File: config.mk
export PLATFORM = sky130hd
export DESIGN_NAME = multi_edge_filter_flat
export DESIGN_NICKNAME = d
export VERILOG_FILES = /design/src/rtl/multi_edge_filter_pkg.sv /design/src/rtl/multi_edge_filter_if.sv /design/src/rtl/edge_filter_chan.sv /design/src/rtl/multi_edge_filter.sv /design/src/flat_wrapper.sv
export SDC_FILE = /design/constraint.sdc
export NUM_CORES = 1
export LEC_CHECK = 0
export CAP_MARGIN = 10
export CORE_MARGIN = 2
export CORE_UTILIZATION = 55
export CTS_CLUSTER_SIZE = 20
export DETAILED_ROUTE_END_ITERATION = 16
export MAX_ROUTING_LAYER = met4
export PLACE_DENSITY_LB_ADDON = 0.15
export SYNTH_ARGS = -nofsm -noshare
export SYNTH_HDL_FRONTEND = slang
export SYNTH_HIERARCHICAL = 1
export SYNTH_SLANG_ARGS = --single-unit
export TNS_END_PERCENT = 10
File: constraint.sdc
create_clock -name clk -period 3.1 [get_ports clk]
set_input_delay 0.93 -clock clk [delete_from_list [all_inputs] [get_ports clk]]
set_output_delay 0.93 -clock clk [all_outputs]
set_load 0.1 [all_outputs]
File: src/rtl/multi_edge_filter_pkg.sv
// Shared definitions for the multi-channel edge filter: event-select encodings
// and the sizing helper for the per-channel glitch-filter counter.
package multi_edge_filter_pkg;

  localparam logic [1:0] EDGE_NONE = 2'b00;
  localparam logic [1:0] EDGE_RISE = 2'b01;
  localparam logic [1:0] EDGE_FALL = 2'b10;
  localparam logic [1:0] EDGE_BOTH = 2'b11;

  function automatic int clog2(input int v);
    int r = 0;
    while ((1 << r) < v) r++;
    return r;
  endfunction

endpackage

File: src/rtl/multi_edge_filter_if.sv
// Bundle of the per-channel trigger inputs, controls and event outputs.
// master drives the trigger lines and controls, slave is the filter block.
interface multi_edge_filter_if #(
  parameter int CH    = 4,
  parameter int CNT_W = 16
);
  logic [CH-1:0]       pulse_in;
  logic [2*CH-1:0]     mode;
  logic [CH-1:0]       flag_clr;
  logic                cnt_clr;
  logic [CH-1:0]       level;
  logic [CH-1:0]       rise;
  logic [CH-1:0]       fall;
  logic [CH-1:0]       evt;
  logic [CH-1:0]       evt_flag;
  logic [CH*CNT_W-1:0] evt_cnt;

  modport master (
    output pulse_in, mode, flag_clr, cnt_clr,
    input  level, rise, fall, evt, evt_flag, evt_cnt
  );

  modport slave (
    input  pulse_in, mode, flag_clr, cnt_clr,
    output level, rise, fall, evt, evt_flag, evt_cnt
  );
endinterface

File: src/rtl/edge_filter_chan.sv
// One trigger channel: synchroniser, persistence filter, registered rise/fall/evt
// strobes, sticky event flag and saturating event counter.
module edge_filter_chan
  import multi_edge_filter_pkg::*;
#(
  parameter int SYNC_STAGES = 2,
  parameter int FILT_LEN    = 1,
  parameter int CNT_W       = 16
) (
  input  logic             clk,
  input  logic             rst,
  input  logic             i_pulse,
  input  logic [1:0]       i_mode,
  input  logic             i_flag_clr,
  input  logic             i_cnt_clr,
  output logic             o_level,
  output logic             o_rise,
  output logic             o_fall,
  output logic             o_evt,
  output logic             o_evt_flag,
  output logic [CNT_W-1:0] o_evt_cnt
);
  localparam int              FC_W    = clog2(FILT_LEN) + 1;
  localparam logic [FC_W-1:0] FC_LAST = FC_W'(FILT_LEN - 1);
  localparam logic [CNT_W-1:0] CNT_MAX = '1;

  logic [SYNC_STAGES-1:0] r_sync;
  logic [FC_W-1:0]        r_fc;
  logic                   r_level, r_rise, r_fall, r_evt, r_flag;
  logic [CNT_W-1:0]       r_cnt;

  logic w_s, w_update, w_rise_nxt, w_fall_nxt, w_rise_sel, w_fall_sel;

  assign w_s        = r_sync[SYNC_STAGES-1];
  // Level only moves once the mismatch has persisted for FILT_LEN cycles
  assign w_update   = (w_s != r_level) && (r_fc == FC_LAST);
  assign w_rise_nxt = w_update & w_s;
  assign w_fall_nxt = w_update & ~w_s;

  always_comb begin
    w_rise_sel = 1'b0;
    w_fall_sel = 1'b0;
    case (i_mode)
      EDGE_NONE: ;
      EDGE_RISE: w_rise_sel = 1'b1;
      EDGE_FALL: w_fall_sel = 1'b1;
      EDGE_BOTH: begin w_rise_sel = 1'b1; w_fall_sel = 1'b1; end
      default: ;
    endcase
  end

  always_ff @(posedge clk or posedge rst) begin
    if (rst) r_sync <= '0;
    else     r_sync <= {r_sync[SYNC_STAGES-2:0], i_pulse};
  end

  always_ff @(posedge clk or posedge rst) begin
    if (rst) begin
      r_fc    <= '0;
      r_level <= 1'b0;
    end else if (w_s == r_level) begin
      r_fc    <= '0;
    end else if (w_update) begin
      r_fc    <= '0;
      r_level <= w_s;
    end else begin
      r_fc    <= r_fc + FC_W'(1);
    end
  end

  always_ff @(posedge clk or posedge rst) begin
    if (rst) begin
      r_rise <= 1'b0;
      r_fall <= 1'b0;
      r_evt  <= 1'b0;
    end else begin
      r_rise <= w_rise_nxt;
      r_fall <= w_fall_nxt;
      r_evt  <= (w_rise_nxt & w_rise_sel) | (w_fall_nxt & w_fall_sel);
    end
  end

  // Set has priority over clear so a coincident event is never lost
  always_ff @(posedge clk or posedge rst) begin
    if (rst) r_flag <= 1'b0;
    else     r_flag <= r_evt | (r_flag & ~i_flag_clr);
  end

  always_ff @(posedge clk or posedge rst) begin
    if (rst)                            r_cnt <= '0;
    else if (i_cnt_clr)                 r_cnt <= '0;
    else if (r_evt && r_cnt != CNT_MAX) r_cnt <= r_cnt + CNT_W'(1);
  end

  assign o_level    = r_level;
  assign o_rise     = r_rise;
  assign o_fall     = r_fall;
  assign o_evt      = r_evt;
  assign o_evt_flag = r_flag;
  assign o_evt_cnt  = r_cnt;

endmodule

File: src/rtl/multi_edge_filter.sv
// CH independent trigger/gate channels; packs per-channel mode and counter
// slices onto the shared bus.
module multi_edge_filter
  import multi_edge_filter_pkg::*;
#(
  parameter int CH          = 4,
  parameter int SYNC_STAGES = 2,
  parameter int FILT_LEN    = 1,
  parameter int CNT_W       = 16
) (
  input  logic              clk,
  input  logic              rst,
  multi_edge_filter_if.slave bus
);
  logic [CH-1:0]            w_level, w_rise, w_fall, w_evt, w_flag;
  logic [CH-1:0][CNT_W-1:0] w_cnt;

  for (genvar g = 0; g < CH; g++) begin : g_ch
    edge_filter_chan #(
      .SYNC_STAGES(SYNC_STAGES),
      .FILT_LEN   (FILT_LEN),
      .CNT_W      (CNT_W)
    ) u_chan (
      .clk       (clk),
      .rst       (rst),
      .i_pulse   (bus.pulse_in[g]),
      .i_mode    (bus.mode[2*g +: 2]),
      .i_flag_clr(bus.flag_clr[g]),
      .i_cnt_clr (bus.cnt_clr),
      .o_level   (w_level[g]),
      .o_rise    (w_rise[g]),
      .o_fall    (w_fall[g]),
      .o_evt     (w_evt[g]),
      .o_evt_flag(w_flag[g]),
      .o_evt_cnt (w_cnt[g])
    );
  end

  assign bus.level    = w_level;
  assign bus.rise     = w_rise;
  assign bus.fall     = w_fall;
  assign bus.evt      = w_evt;
  assign bus.evt_flag = w_flag;
  assign bus.evt_cnt  = w_cnt;

endmodule

File: src/flat_wrapper.sv
// flat-port wrapper written by rule: the top's interface ports become plain ports
module multi_edge_filter_flat import multi_edge_filter_pkg::*;
#(
  parameter int CH          = 4,
  parameter int SYNC_STAGES = 2,
  parameter int FILT_LEN    = 1,
  parameter int CNT_W       = 16
)
  (clk, rst, bus_pulse_in, bus_mode, bus_flag_clr, bus_cnt_clr, bus_level, bus_rise, bus_fall, bus_evt, bus_evt_flag, bus_evt_cnt);
  multi_edge_filter_if #(.CH(CH), .CNT_W(CNT_W)) bus_i ();
  input  logic clk;
  input  logic rst;
  input wire logic [$bits(bus_i.pulse_in)-1:0] bus_pulse_in;
  input wire logic [$bits(bus_i.mode)-1:0] bus_mode;
  input wire logic [$bits(bus_i.flag_clr)-1:0] bus_flag_clr;
  input wire logic [$bits(bus_i.cnt_clr)-1:0] bus_cnt_clr;
  output wire logic [$bits(bus_i.level)-1:0] bus_level;
  output wire logic [$bits(bus_i.rise)-1:0] bus_rise;
  output wire logic [$bits(bus_i.fall)-1:0] bus_fall;
  output wire logic [$bits(bus_i.evt)-1:0] bus_evt;
  output wire logic [$bits(bus_i.evt_flag)-1:0] bus_evt_flag;
  output wire logic [$bits(bus_i.evt_cnt)-1:0] bus_evt_cnt;
  assign bus_i.pulse_in = bus_pulse_in;
  assign bus_i.mode = bus_mode;
  assign bus_i.flag_clr = bus_flag_clr;
  assign bus_i.cnt_clr = bus_cnt_clr;
  assign bus_level = bus_i.level;
  assign bus_rise = bus_i.rise;
  assign bus_fall = bus_i.fall;
  assign bus_evt = bus_i.evt;
  assign bus_evt_flag = bus_i.evt_flag;
  assign bus_evt_cnt = bus_i.evt_cnt;
  multi_edge_filter #(.CH(CH), .SYNC_STAGES(SYNC_STAGES), .FILT_LEN(FILT_LEN), .CNT_W(CNT_W)) u_core (.clk(clk), .rst(rst), .bus(bus_i));
endmodule
# Word-level counts from Yosys, hierarchy flattened
# Cells that the tools add are included.
dict set report totals {
  reg_bits 96
  inputBits 19
  out_inout_bits 84
  word_cells 156
}
dict set report classes {
  add_sub_neg 8
  n_eq_ne 24
  muxes 24
  bitwise 44
  n_reduce_logical 24
}
# cell n
set ops {}
lappend ops {{2-to-1 mux 16 bit} 8}
lappend ops {{adder 16 x 1 -> 16 bit (second input constant)} 4}
lappend ops {{!= test 16 bit (second input constant)} 4}
lappend ops {{bitwise AND 1 bit} 20}
lappend ops {{== test 2 bit (second input constant)} 8}
lappend ops {{2-to-1 mux 1 bit} 16}
lappend ops {{NOT 1 bit} 16}
lappend ops {{OR reduction 2 bit} 8}
lappend ops {{== test 2 x 1 -> 1 bit (second input constant)} 4}
lappend ops {{logical AND 1 bit} 8}
lappend ops {{OR 1 bit} 8}
lappend ops {{AND reduction 2 bit} 4}
lappend ops {{nonzero test 2 bit} 4}
lappend ops {{adder 1 bit (second input constant)} 4}
lappend ops {{== test 1 bit} 4}
lappend ops {{!= test 1 bit} 4}

# Depth between registers and ports, before layout
dict set report logic_depth {
  word_depth 5
  mapped_depth 6
  depth_no_buf 5
}

# Hierarchy
# The synthesis kept the hierarchy.
# mod instances cells_each area_each_um2 seq_area_each_um2
set by_module_without_submodules {}
lappend by_module_without_submodules {edge_filter_chan 4 109 1159.9 600.6}

# Least setup slack after synthesis
# No wires, ideal clock.
dict set report synth_path {
  path_kind {flip-flop to flip-flop}
  start {reg u_core.g_ch[0].u_chan.r_cnt[0]}
  end {reg u_core.g_ch[0].u_chan.r_cnt[1]}
  setup_ps 132
  arrival_time_ps 2291
  required_ps 2968
  slack_ps 678
  stages_incl_launch_ff 7
  n_path_buf 1
  synth_period_minus_slack_ps 2422
  path_cell_list {dfrtp_1 -> ha_1 -> nand4_1 -> o41ai_4 -> buf_6 -> mux2i_1 -> nor2_1}
}
dict set report synth_between {
  elab_chain_len 3
  word_cells_on_any_way 6
  classes_between {add/sub: 1; eq/ne: 1; mux: 2; reduce/logical: 2}
}
# item line_no
set synth_lines {}
lappend synth_lines {{start: declaration} edge_filter_chan.sv:30} ;# logic [CNT_W-1:0] r_cnt;
lappend synth_lines {{start signal: assignment} edge_filter_chan.sv:92} ;# else if (r_evt && r_cnt != CNT_MAX) r_cnt <= r_cnt + CNT_W'(1);
lappend synth_lines {{adder 16 x 1 -> 16 bit or != test 16 bit (tied branches)} edge_filter_chan.sv:92}
lappend synth_lines {{2-to-1 mux 16 bit or logical AND 1 bit (tied branches)} edge_filter_chan.sv:92}
lappend synth_lines {{2-to-1 mux 16 bit or nonzero test 2 bit (tied branches)} n/a}
# Several ways; a longest one is shown, not always the timed one. The select of a mux whose other input is x is not followed.
# A chain may end at the register's enable or synchronous reset.

# Final worst setup path
dict set report layout_path {
  start {reg u_core.g_ch[3].u_chan.r_cnt[8]}
  end {out bus_evt_cnt[56]}
}
# item line_no
set layout_lines {}
lappend layout_lines {{start: declaration} edge_filter_chan.sv:30}
lappend layout_lines {{start signal: assignment} edge_filter_chan.sv:92}
lappend layout_lines {{end: declaration} flat_wrapper.sv:22} ;# output wire logic [$bits(bus_i.evt_cnt)-1:0] bus_evt_cnt;
# No word-level cell between the ends.

==> key figures <==
Setup path
  – Reg2Reg Launch Point: u_core/g_ch[0].u_chan/o_evt_cnt[1]$_DFFE_PP0P_
  – Crit path max-delay family: flip-flops
  – WP buf/inv: 1
  – Crit path required time: 2.17 ns
  – Critical R2R Capture: u_core/g_ch[0].u_chan/o_evt_cnt[15]$_DFFE_PP0P_
  – Worst reg2reg path depth: 5
  – Worst EP arrival: 1.22 ns
  – Critical-path cell list: buf_4
  – CP Launch Type: flip-flop
  – Worst path slowest cell: dfrtp_1
  – CP Capture Type: output port
  – Delay of the slowest critical-path stage: 0.51 ns
  – R2r setup slk: 0.95 ns
  – Critical path fanouts, max: 7
  – CP Class: reg2out

Placed design
  – Dpl ws: 1.01 ns
  – Post-Place Cells: roughly 640
  – I/O Buffers: 102
  – Post-DP Area: 5570 µm²
  – Detailed placement HPWL: 7.40 mm
  – GPL Wtd Cong: 0.784

Min path
  – Hold_sp: u_core/g_ch[0].u_chan/r_sync[0]$_DFF_PP0_
  – Worst min-delay path category: reg2reg
  – Worst Hold Depth: 0
  – Hold Crit Endpoint: u_core/g_ch[0].u_chan/r_sync[1]$_DFF_PP0_

GRT
  – Global route overflow: 0
  – Vias in the first global route: 3596
  – Largest net degree at the start of global routing: 29
  – First-pass GRT wire length: 17.1 mm
  – GRT Total Usage: 0.243
  – Initial antenna violation count: 0

Flow run
  – Max-cap violations: 0

STA
  – Minimum hold slack: 0.351 ns
  – Max Slew Vio Count: 0
  – FMAX: between 0.4 and 0.5 GHz
  – Setup TNS: 0 ns
  – Fin crit share: 0.694
  – Relative slew slack: 0.403
  – Worst Max-Slew Pin Slew: a little under 0.9 ns
  – Final worst setup slack: 0.949 ns
  – Final setup violation count: 0
  – Clock Skews: ~0.018 ns
  – Unrepaired setup endpoints after global routing: false
  – Final Hold Viols: 0
  – Min Tclk post-route: 2.15 ns

Routing
  – Initial DRC count: around 120
  – Drt via density: 5.93
  – Avg WL per Cell: 16.0 µm
  – Drt total wl: 10.6 mm
  – Detailed Routing Iterations Pass 1: 4
  – ANT nets after route: 0
  – Vias after detailed routing: 3904
  – Drt drc: 0

Die
  – Die height: approximately 96 µm
  – Initial core utilization: 0.565
  – Std cell rows: 33
  – Die X: 95.8 µm
  – Total I/O pin count: ~100
  – Die footprint: between 9000 and 10000 µm²
  – Core box area: 8220 µm²

Synthesis
  – Largest area contributor in the netlist: dfrtp_1
  – Distinct cells, synth: 36
  – Synth warnings: 6
  – Synth area leaders: dfrtp_1 52%, a21oi_1 4.7%, o21ai_0 3.0%
  – Avg Inst Size Synth: around 11 µm²
  – Cells after synthesis: between 400 and 500
  – Seq cells post-synth: between 90 and 100
  – Post-synth net total: 459
  – Seq/Total Area, Yosys: 0.518
  – Post-synth top area share: 0.518
  – Post-Syn Area: around 4600 µm²

Finish
  – Commonest non-fill, non-tap cell in the layout: dfrtp_1
  – Share of layout cells above drive strength 1: 0.289
  – Cell area after layout: around 5800 µm²
  – ANT cells: 0
  – Non-filler cells, final: 658
  – Layout Nets: around 570
  – Filler cell count in the final layout: 624
  – Multi-input gate area: about 2100 µm²
  – Area grow syn2layout: 24.0%
  – Area occupied by registers: 2400 µm²
  – Most frequent cells in the layout: 96 x dfrtp_1, 95 x buf_4, 44 x a21oi_1
  – Finished Core Util: 0.700

Clocking
  – Root Buffer: clkbuf_8
  – Clock Path Buffers: 2
  – Total CTS buffers: 9
  – CTS Hold Bufs: 0
  – CTS sink cnt: 96
  – CTS-repair resized insts: 0
  – Clk_lat worst skew: 0.35 ns
  – # Post-CTS Setup Buffers: 0
  – # H-tree levels: 3
  – Reg clk slew, reported paths: 0.10 ns
  – CTS tree: yes

Power and ir drop
  – Max VDD drop: 272 µV
  – PwrDens: around 420 nW/µm²
  – Total design power: 2.42 mW
  – Leak pwr: 2.59 nW

Status
  – Status: complete, no violations
## metal layers
| metal | track usage | up-vias | share of wire | wire [µm] |
|---|---|---|---|---|
| met2 | 0.382 | 129 | 0.49 | 5160 |
| met4 | 0.0821 | 0 | 0.010 | 106 |
| met3 | 0.0305 | 9 | 0.058 | 612 |
| met1 | 0.331 | 1892 | 0.44 | 4670 |
| met5 | - | - | 0 | 0 |
| li1 | - | 1874 | - | - |
## synthesized netlist by cell type, drive strengths merged
cell type / n
or3: 20
buf: 8
and2b: 4
nor4: 4
mux2: 4
conb: 4
or4: 16
a311oi: 4
nor3: 8
ha: 4
nor2b: 4
nand2: 28
and3: 4
o41ai: 8
nand4: 20
nand3: 16
xor2: 8
dfrtp: 96
nor2: 28
nand2b: 8
a22o: 4
a21oi: 44
nor3b: 4
o31ai: 16
mux2i: 4
o21ai: 28
and4b: 4
clkbuf: 4
o2111ai: 4
and4: 12
inv: 16
## worst reg2reg max path: stages, from the launching register on
cell	delay, ns
dfrtp_1	0.42
ha_1	0.23
nand4_1	0.18
o41ai_4	0.76
nor4_1	0.15
mux2_2	0.31
## registers in the layout, summed over array words and instances, names as in the netlist
register                       count
u_core/g_ch.u_chan/o_evt           4
u_core/g_ch.u_chan/o_evt_cnt      64
u_core/g_ch.u_chan/o_evt_flag      4
u_core/g_ch.u_chan/o_fall          4
u_core/g_ch.u_chan/o_level         4
u_core/g_ch.u_chan/o_rise          4
u_core/g_ch.u_chan/r_fc            4
u_core/g_ch.u_chan/r_sync          8
## worst max path at each step
stage / slack [ns] / depth (start not counted) / startpoint / endpoint
final: 0.95 / 1 / u_core/g_ch[3].u_chan/o_evt_cnt[8]$_DFFE_PP0P_ / bus_evt_cnt[56]
after global routing: 0.80 / 5 / u_core/g_ch[0].u_chan/o_evt_cnt[0]$_DFFE_PP0P_ / u_core/g_ch[0].u_chan/o_evt_cnt[15]$_DFFE_PP0P_
after CTS: 0.92 / 1 / u_core/g_ch[1].u_chan/o_evt_cnt[8]$_DFFE_PP0P_ / bus_evt_cnt[24]
after detailed placement: 1.01 / 5 / u_core/g_ch[0].u_chan/o_evt_cnt[0]$_DFFE_PP0P_ / u_core/g_ch[0].u_chan/o_evt_cnt[15]$_DFFE_PP0P_
after global placement: 1.04 / 5 / u_core/g_ch[0].u_chan/o_evt_cnt[0]$_DFFE_PP0P_ / u_core/g_ch[0].u_chan/o_evt_cnt[15]$_DFFE_PP0P_
after floorplan: 0.68 / 6 / u_core/g_ch[0].u_chan/o_evt_cnt[0]$_DFFE_PP0P_ / u_core/g_ch[0].u_chan/o_evt_cnt[1]$_DFFE_PP0P_
## area by class of cell
class                   count  share of cell area
inverters                  16              0.0104
multi-input cells         312               0.363
flip-flops and latches     96               0.417
clock buffers              10              0.0239
clock inverters             6             0.00826
well taps                 105              0.0228
repair buffers            113               0.154
## kinds of logic after synthesis
kind of cell / after synthesis / synth area share
other cells: 4 / 0.00324
buf+inv: 28 / 0.0324
flops: 96 / 0.518
xor+xnor: 8 / 0.0151
compound gates: 108 / 0.157
fa+ha+maj: 4 / 0.0108
mux: 8 / 0.0183
simple gates: 180 / 0.245
## report_power, final
| part | leakage [nW] | total (mW) | switching (mW) | internal (mW) |
|---|---|---|---|---|
| clock | 0.0941 | 0.778 | 0.454 | 0.324 |
| combinational | 1.20 | 0.340 | 0.259 | 0.0806 |
| sequential | 1.29 | 1.31 | 0.0239 | 1.28 |
| total | 2.59 | 2.42 | 0.737 | 1.69 |
Power figures use the tool's default switching activity.
